==> src/rtl/rcc_timer_arbiter_pkg.sv <==
// Shared definitions for the round-robin interval timer arbiter.
package rcc_timer_arbiter_pkg;

  localparam int CNT_W_DEF = 4;
  localparam int NREQ      = 2;

  typedef enum logic [1:0] {
    ST_IDLE = 2'd0,
    ST_RUN  = 2'd1,
    ST_DONE = 2'd2
  } state_t;

endpackage

==> src/rtl/rcc_timer_arbiter_if.sv <==
// Request/grant bundle between requesting control logic and the timer arbiter.
interface rcc_timer_arbiter_if
  import rcc_timer_arbiter_pkg::*;
#(
  parameter int CNT_W = CNT_W_DEF
);
  logic [NREQ-1:0]  req;
  logic [CNT_W-1:0] len0;
  logic [CNT_W-1:0] len1;
  logic [NREQ-1:0]  gnt;
  logic             busy;
  logic [CNT_W-1:0] cnt;
  logic [NREQ-1:0]  done;

  modport master (
    output req, len0, len1,
    input  gnt, busy, cnt, done
  );

  modport slave (
    input  req, len0, len1,
    output gnt, busy, cnt, done
  );
endinterface

==> src/rtl/rcc_timer_arbiter_tick_counter.sv <==
// Shared CNT_W-bit up-counter with synchronous clear and enable; wraps naturally.
module rcc_timer_arbiter_tick_counter #(
  parameter int CNT_W = 4
) (
  input  logic             clk,
  input  logic             rst,
  input  logic             clr,
  input  logic             en,
  output logic [CNT_W-1:0] cnt
);

  always_ff @(posedge clk or negedge rst) begin
    if (!rst) begin
      cnt <= '0;
    end else if (clr) begin
      cnt <= '0;
    end else if (en) begin
      cnt <= cnt + CNT_W'(1);
    end
  end

endmodule

==> src/rtl/rcc_timer_arbiter.sv <==
// Round-robin arbiter granting one shared interval counter to two requesters.
module rcc_timer_arbiter
  import rcc_timer_arbiter_pkg::*;
#(
  parameter int CNT_W    = CNT_W_DEF,
  parameter int PRESCALE = 1
) (
  input logic                clk,
  input logic                rst,
  rcc_timer_arbiter_if.slave bus
);

  localparam int            PW      = (PRESCALE > 1) ? $clog2(PRESCALE) : 1;
  localparam logic [PW-1:0] PRE_MAX = PW'(PRESCALE - 1);

  state_t           state;
  logic [PW-1:0]    presc;
  logic [CNT_W-1:0] len_q;
  logic [CNT_W-1:0] cnt;
  logic [NREQ-1:0]  gnt_q;
  logic [NREQ-1:0]  done_q;
  logic             busy_q;
  logic             last;
  logic             cur;
  logic             win;
  logic             tick;
  logic             terminal;
  logic             abort;
  logic             clr;
  logic             en;

  assign cur      = gnt_q[1];
  assign tick     = (presc == PRE_MAX);
  assign terminal = tick && (cnt == len_q - CNT_W'(1));
  assign abort    = !bus.req[cur];

  // On a contest the requester not granted last time wins; a lone requester always wins.
  always_comb begin
    win = bus.req[1];
    if (bus.req == 2'b11) begin
      win = ~last;
    end
  end

  // The final count is held through DONE by suppressing the terminal increment.
  always_comb begin
    clr = 1'b1;
    en  = 1'b0;
    if (state == ST_RUN && !abort) begin
      clr = 1'b0;
      en  = tick && !terminal;
    end
  end

  rcc_timer_arbiter_tick_counter #(
    .CNT_W (CNT_W)
  ) u_tick_counter (
    .clk (clk),
    .rst (rst),
    .clr (clr),
    .en  (en),
    .cnt (cnt)
  );

  always_ff @(posedge clk or negedge rst) begin
    if (!rst) begin
      state  <= ST_IDLE;
      gnt_q  <= '0;
      done_q <= '0;
      busy_q <= 1'b0;
      presc  <= '0;
      len_q  <= '0;
      last   <= 1'b1;
    end else begin
      done_q <= '0;
      case (state)
        ST_IDLE: begin
          if (|bus.req) begin
            len_q  <= win ? bus.len1 : bus.len0;
            gnt_q  <= win ? 2'b10 : 2'b01;
            presc  <= '0;
            busy_q <= 1'b1;
            state  <= ST_RUN;
          end
        end
        ST_RUN: begin
          if (abort) begin
            gnt_q  <= '0;
            busy_q <= 1'b0;
            last   <= cur;
            state  <= ST_IDLE;
          end else begin
            presc <= tick ? '0 : presc + PW'(1);
            if (terminal) begin
              done_q <= gnt_q;
              state  <= ST_DONE;
            end
          end
        end
        ST_DONE: begin
          gnt_q  <= '0;
          busy_q <= 1'b0;
          last   <= cur;
          state  <= ST_IDLE;
        end
        default: begin
          gnt_q  <= '0;
          busy_q <= 1'b0;
          state  <= ST_IDLE;
        end
      endcase
    end
  end

  assign bus.gnt  = gnt_q;
  assign bus.busy = busy_q;
  assign bus.cnt  = cnt;
  assign bus.done = done_q;

endmodule

==> src/flat_wrapper.sv <==
// flat-port wrapper written by rule: the top's interface ports become plain ports
module rcc_timer_arbiter_flat import rcc_timer_arbiter_pkg::*;
#(
  parameter int CNT_W    = CNT_W_DEF,
  parameter int PRESCALE = 1
)
  (clk, rst, bus_req, bus_len0, bus_len1, bus_gnt, bus_busy, bus_cnt, bus_done);
  rcc_timer_arbiter_if #(.CNT_W(CNT_W)) bus_i ();
  input logic clk;
  input logic rst;
  input wire logic [$bits(bus_i.req)-1:0] bus_req;
  input wire logic [$bits(bus_i.len0)-1:0] bus_len0;
  input wire logic [$bits(bus_i.len1)-1:0] bus_len1;
  output wire logic [$bits(bus_i.gnt)-1:0] bus_gnt;
  output wire logic [$bits(bus_i.busy)-1:0] bus_busy;
  output wire logic [$bits(bus_i.cnt)-1:0] bus_cnt;
  output wire logic [$bits(bus_i.done)-1:0] bus_done;
  assign bus_i.req = bus_req;
  assign bus_i.len0 = bus_len0;
  assign bus_i.len1 = bus_len1;
  assign bus_gnt = bus_i.gnt;
  assign bus_busy = bus_i.busy;
  assign bus_cnt = bus_i.cnt;
  assign bus_done = bus_i.done;
  rcc_timer_arbiter #(.CNT_W(CNT_W), .PRESCALE(PRESCALE)) u_core (.clk(clk), .rst(rst), .bus(bus_i));
endmodule
==> config.mk <==
export PLATFORM = sky130hd
export DESIGN_NAME = rcc_timer_arbiter_flat
export DESIGN_NICKNAME = d
export VERILOG_FILES = /design/src/rtl/rcc_timer_arbiter_pkg.sv /design/src/rtl/rcc_timer_arbiter_if.sv /design/src/rtl/rcc_timer_arbiter_tick_counter.sv /design/src/rtl/rcc_timer_arbiter.sv /design/src/flat_wrapper.sv
export SDC_FILE = /design/constraint.sdc
export NUM_CORES = 1
export LEC_CHECK = 0
export ABC_AREA = 1
export ABC_CLOCK_PERIOD_IN_PS = 5500
export CAP_MARGIN = 20
export CORE_MARGIN = 5
export CORE_UTILIZATION = 64
export CTS_CLUSTER_SIZE = 20
export DETAILED_ROUTE_END_ITERATION = 8
export DONT_BUFFER_PORTS = 1
export GPL_TIMING_DRIVEN = 0
export PLACE_DENSITY = 0.8
export SLEW_MARGIN = 20
export SYNTH_ARGS = -nofsm -noshare
export SYNTH_HDL_FRONTEND = slang
export SYNTH_HIERARCHICAL = 1
export SYNTH_SLANG_ARGS = --single-unit
export TNS_END_PERCENT = 100
==> constraint.sdc <==
create_clock -name clk -period 5.5 [get_ports clk]
set_input_delay 0.825 -clock clk [delete_from_list [all_inputs] [get_ports clk]]
set_output_delay 0.825 -clock clk [all_outputs]
set_load 0.05 [all_outputs]
After elaboration in Yosys (flattened, before gate mapping)
Index checks and enable logic that the tools add are counted.

Add/subtract/negate cells: 3. Order comparisons: 1. Equality and inequality tests: 9. Mux-type cells: 27. Bitwise logic cells: 2. Reductions and logical operators: 13.

Operator list (number): $mux 2 (9); $mux 4 (3); $mux 1 (10); $pmux 2 s2 (2); $reduce_and 2->1 (4); $pmux 1 s2 (3); $add 4x1->4 const B (1); $eq 2x2->1 const B (2); $eq 4x4->1 (1); $ne 2x1->1 const B (2); $ne 2x2->1 const B (2); $reduce_bool 2->1 (2); $sub 4x1->4 const B (1); $logic_and 1x1->1 (3); $ne 3x2->1 const B (1); $reduce_and 3->1 (1); $eq 2x1->1 const B (1); $logic_not 2->1 (1); $lt 1x2->1 const B (1); $not 1->1 (2); $reduce_or 2->1 (1); $add 1x1->1 const B (1); $logic_not 1->1 (1).

Bits in registers: 17. Bits of input ports: 12. Output and inout port bits: 9. Logic and storage cells: 63.

Logic depth before layout (Yosys ltp)
Depth in word-level cells: 8. Depth in mapped cells: 16. Mapped depth without buffers: 16.

Hierarchy
The synthesis kept the hierarchy.

By module, submodules not included: rcc_timer_arbiter (times used 1, cells each 92, area an instance 675.6 µm², sequential area each 301.5 µm²); rcc_timer_arbiter_tick_counter (times used 1, cells each 24, area an instance 201.4 µm², sequential area each 100.1 µm²).

Least setup slack after synthesis
OpenSTA, ideal clock, no wires.

Path type: input -> register. Start point: input port bus_req[1]. End point: register u_core.u_tick_counter.cnt[3]. Library setup time: 121 ps. Arrival time: 1653 ps. Setup slack: 3725 ps. Stages: 10. Cells stage by stage: nand2_1 > o21ai_2 > nand2_2 > clkinv_1 > nand2_1 > inv_1 > nor2_2 > nor2_4 > a21oi_1 > nor2_1.

Longest elaborated chain between the ends: 5. Elaborated cells on any way between the ends: 6.

Ends and longest elaborated chain: start: declaration (line flat_wrapper.sv:11) `input wire logic [$bits(bus_i.req)-1:0] bus_req;`; $mux 1 (not written as such) (2 in series) (line rcc_timer_arbiter.sv:35) `assign abort = !bus.req[cur];`; $logic_and 1x1->1 (line rcc_timer_arbiter.sv:49) `if (state == ST_RUN && !abort) begin`; $mux 1 (line rcc_timer_arbiter.sv:49); named net u_core.en (line rcc_timer_arbiter.sv:30) `logic en;`; $ne 2x1->1 (no source line); end signal: assignment (line rcc_timer_arbiter_tick_counter.sv:18) `cnt <= cnt + CNT_W'(1);`; end: declaration (line rcc_timer_arbiter_tick_counter.sv:9) `output logic [CNT_W-1:0] cnt`.

The timed path passes the listed nets, and every way through them passes these cells. The select of a mux whose other input is x is not followed. A chain may end at the register's enable or synchronous reset.

Worst setup path after layout
Start point: register u_core.len_q[0]. End point: register u_core.u_tick_counter.cnt[3].

Longest elaborated chain between the ends: 7.

Ends and longest elaborated chain: start: declaration (line rcc_timer_arbiter.sv:18) `logic [CNT_W-1:0] len_q;`; start signal: assignment (line rcc_timer_arbiter.sv:79) `len_q <= win ? bus.len1 : bus.len0;`; $sub 4x1->4 (line rcc_timer_arbiter.sv:34) `assign terminal = tick && (cnt == len_q - CNT_W'(1));`; $eq 4x4->1 (line rcc_timer_arbiter.sv:34); $logic_and 1x1->1 (line rcc_timer_arbiter.sv:34); $logic_not 1->1 (line rcc_timer_arbiter.sv:51) `en = tick && !terminal;`; $logic_and 1x1->1 (line rcc_timer_arbiter.sv:51); $mux 1 (line rcc_timer_arbiter.sv:49); named net u_core.en (line rcc_timer_arbiter.sv:30); $ne 2x1->1 (no source line).

The timed path passes the listed nets, and every way through them passes these cells.

==> results.txt <==
* Status: finished, final reports clean
* Count of vias placed by the detailed router: 776
- Summed over all layers, the global routing overflow is 0.
- Setup-violating endpoint count in the final report: 0
- Mean instance size in the synthesized netlist: 7.56 sq um
- Sorting the synthesized cells by area gives the leading types as dfrtp_1 43%, nand2_1 17%, inv_1 7.3%.
* Synth top area share: 0.428
- For this run, design rule violations remaining after detail routing come to 0.
- Async SR Flop Fraction: 1.00
- Reg2reg start: u_core/len_q[0]
- The mapped netlist covers just under 900 sq um.
- Filler cell count: 110
- Entering global routing, the biggest net connects 17 pins.
* Final worst clock skew: between 5 and 6 ps
- The max-slew violation count is 0.
- Clock latency on the worst-skew pair, taken at its later pin, is 290 ps.
* Yosys synthesis warning count: 6
- Commonest register cell after synthesis: dfrtp_1
* CTS hold repair buffers: 0
- The clock drives 16 sinks.
- After layout, the minimum clock period comes to 2010 ps.
* Buffer count from post-CTS setup fixing: 0
* Total non-filler cell area in the finished layout: slightly above 900 sq um
* Length of the first detailed-routing pass in iterations: 4
* CP Launch Type: register
- Share of layout cells above drive strength 1: 0.133
- For this run, the top clock speed supported by timing is 498 MHz.
- Port buffering added 0 buffers.
- Synthesis produced between 100 and 150 cells.
- After the last flow step, the layout net total stands at between 100 and 150.
- In the global route stage, overall resource usage came out at 0.206.
* # resized after CTS: 0
* Hpwl dp: 1390 um
- Ordered cell list for the critical path: inv_1 > ha_1 > nand2_1 > inv_1 > nor2_1 > nand2_1 > nor2_2 > nand2_1 > nand2_1 > inv_1 > nor2_2 > nor2_4 > a21oi_1 > nor2_1
- The critical path ends at u_core/u_tick_counter/cnt[3].
- The synthesized netlist contains 20 unique library cells.
* Required time worst endpoint: 5690 ps
* Critical path's most frequent cell: nand2_1
- On the critical path, the stage with the largest delay is an instance of dfrtp_1.
* Cell family contributing the most delay on the critical path: simple AND/OR/NAND/NOR gates
- Kind of critical path: register to register
- Number of enable-type register cells in the synthesized netlist: 0
* Power consumption: between 0.5 and 0.6 mW
- Post-Synthesis Net Count: 130
- Clock tree from TritonCTS: done
* Starting DRT DRC Count: 21
* Synth area leader: dfrtp_1
- Fin crit share: 0.365
- Reg2Reg Capture Point: u_core/u_tick_counter/cnt[3]
- Counting cells, the worst reg-to-reg path comes to 14.
- In the final timing run, aggregate negative setup slack is 0 ps.
- The final-report hold violation count was 0.
* Post-synthesis sequential element count: 16
- For this run, the register share of the synthesized area comes to 0.458.
* Ratio of total power to cell area: 593 mW/mm^2
- The die covers between 0.002 and 0.0025 sq mm.
- Via count of the first global-routing pass: between 700 and 800
* Avg Vias per Cell: about 5.7
- List of most frequent post-synthesis cells: 40 x nand2_1, 17 x inv_1, 15 x dfrtp_1
- In this run the worst setup path begins at u_core/len_q[0].
* CTS HTree Levels: 1
- Max Buffers Root-to-Sink: 2
- FP Rows: 13
- In the final routed layout, each cell accounts on average for 14.0 um.
* Maximum fanout count along the critical path: 5
- Leaving out filler cells and counting taps, the final layout contains around 140.
* Placed Cells: 131
* Type of the most critical hold path: input pin to asynchronous set/reset pin
* First-pass GRT wire length: 3100 um
- The worst setup path is captured at a register.
- Core area: 0.00130 sq mm
* Placed Instance Area: around 900 sq um
- After clock tree synthesis, the clock-pin slew on the worst setup and hold paths is 100 ps.
- The tree is rooted in a clkbuf_4.
* Slew at the pin closest to its max-slew limit: 597 ps
* Diode insertion count for antenna repair: 0
- The final layout contains routed wiring with a total length of 1890 um.
- The die is around 47 um wide.
* Count of pins on the block boundary: 21
- VDD sags by at most 0.368 mV.
* Leakage power of the design: 0.510 nW
- Total CTS buffers: 3
- In this run the tightest slew margin relative to its limit is 0.602.
* Setup slack of the worst register-to-register path: 3490 ps
- Number of buffer and inverter stages on the critical path: 3
- The initial antenna violation count came to 0.
- Starting Density: 0.674
* Die Y-Extent: approximately 47 um
- Biggest cell delay along the critical path: 400 ps
* Depth of the critical timing path with buffers and inverters included: 14
* Setup repair after global routing missed its margin: false
- For the worst setup path, the data arrival time is 2200 ps.
- The area growth from synthesis to layout is 6.28%.
- At the end of routability-driven placement, the weighted congestion stood at about 0.75.
- Post-detailed-route count of antenna-violating nets: 0
* Cell with the most instances after synthesis: nand2_1
- Maximum Capacitance Violations: 0
[final cells by class]
cell class	instances	area, sq um	area share
Sequential cell	16	402	0.431
Multi-Input combinational cell	80	400	0.430
Inverter	20	75.1	0.0805
Clock buffer	4	36.3	0.0389
Tap cell	15	18.8	0.0201
[layer usage]
metal | part of all wire | global-route usage
met2 | 0.51 | 0.371
met5 | 0 | 0
met3 | 0.083 | 0.0460
met1 | 0.37 | 0.226
met4 | 0.028 | 0.0994
[power by group]
group	internal, mW	switching [mW]	leakage, nW
clock network	0.0403	0.0384	0.0210
registers	0.156	0.0920	0.205
logic	0.0792	0.147	0.284
total	0.276	0.277	0.510
[sequential cells by signal, indices dropped and copies added, names as in the netlist]
| signal | flops |
|---|---|
| u_core/last | 1 |
| u_core/bus.done | 2 |
| u_core/u_tick_counter/cnt | 4 |
| u_core/state | 2 |
| u_core/len_q | 4 |
| u_core/bus.busy | 1 |
| u_core/bus.gnt | 2 |
[cells in the final DEF (no fill, tap or decap)]
cell type	instances
o21ai_0	1
xor2_1	2
xnor2_1	1
nand2_2	1
nand3_2	1
a21oi_2	1
a21oi_1	3
nor2_2	3
dfrtp_1	15
inv_1	17
clkbuf_4	3
nand2_1	40
o21ai_1	2
o21ai_2	2
nand3_1	11
inv_2	1
dfstp_2	1
nor2_4	2
nor2_1	8
clkinv_1	2
clkbuf_8	1
ha_1	2
[worst min path at each step]
| stage | slack [ps] | endpoint | cells past startpoint |
|---|---|---|---|
| after detailed placement | 490 | u_core/len_q[1] | 2 |
| after global routing | 190 | u_core/bus.done[0] | 0 |
| after floorplan | 470 | u_core/len_q[1] | 2 |
| after global placement | 480 | u_core/last | 2 |
| after CTS | 200 | u_core/bus.done[0] | 0 |
| final | 210 | u_core/bus.done[0] | 0 |
[per-stage QoR]
step | hold WS [ps] | utilization | worst slack (ps)
2_1_floorplan | 465 | - | 3730
3_3_place_gp | 483 | 0.688 | 3630
3_5_place_dp | 487 | 0.688 | 3570
4_1_cts | 203 | 0.716 | 3510
5_1_grt | 193 | 0.716 | 3350
6_report | 213 | 0.716 | 3490
[cell families after synthesis]
logic type,synth area share
adder cells (fa/ha/maj),0.0285
flip-flops,0.458
AND/OR/NAND/NOR,0.334
buffers and inverters,0.0856
XOR/XNOR,0.0300
AO/OA/AOI/OAI,0.0642
Note: power is estimated with default switching activity, not from simulation.
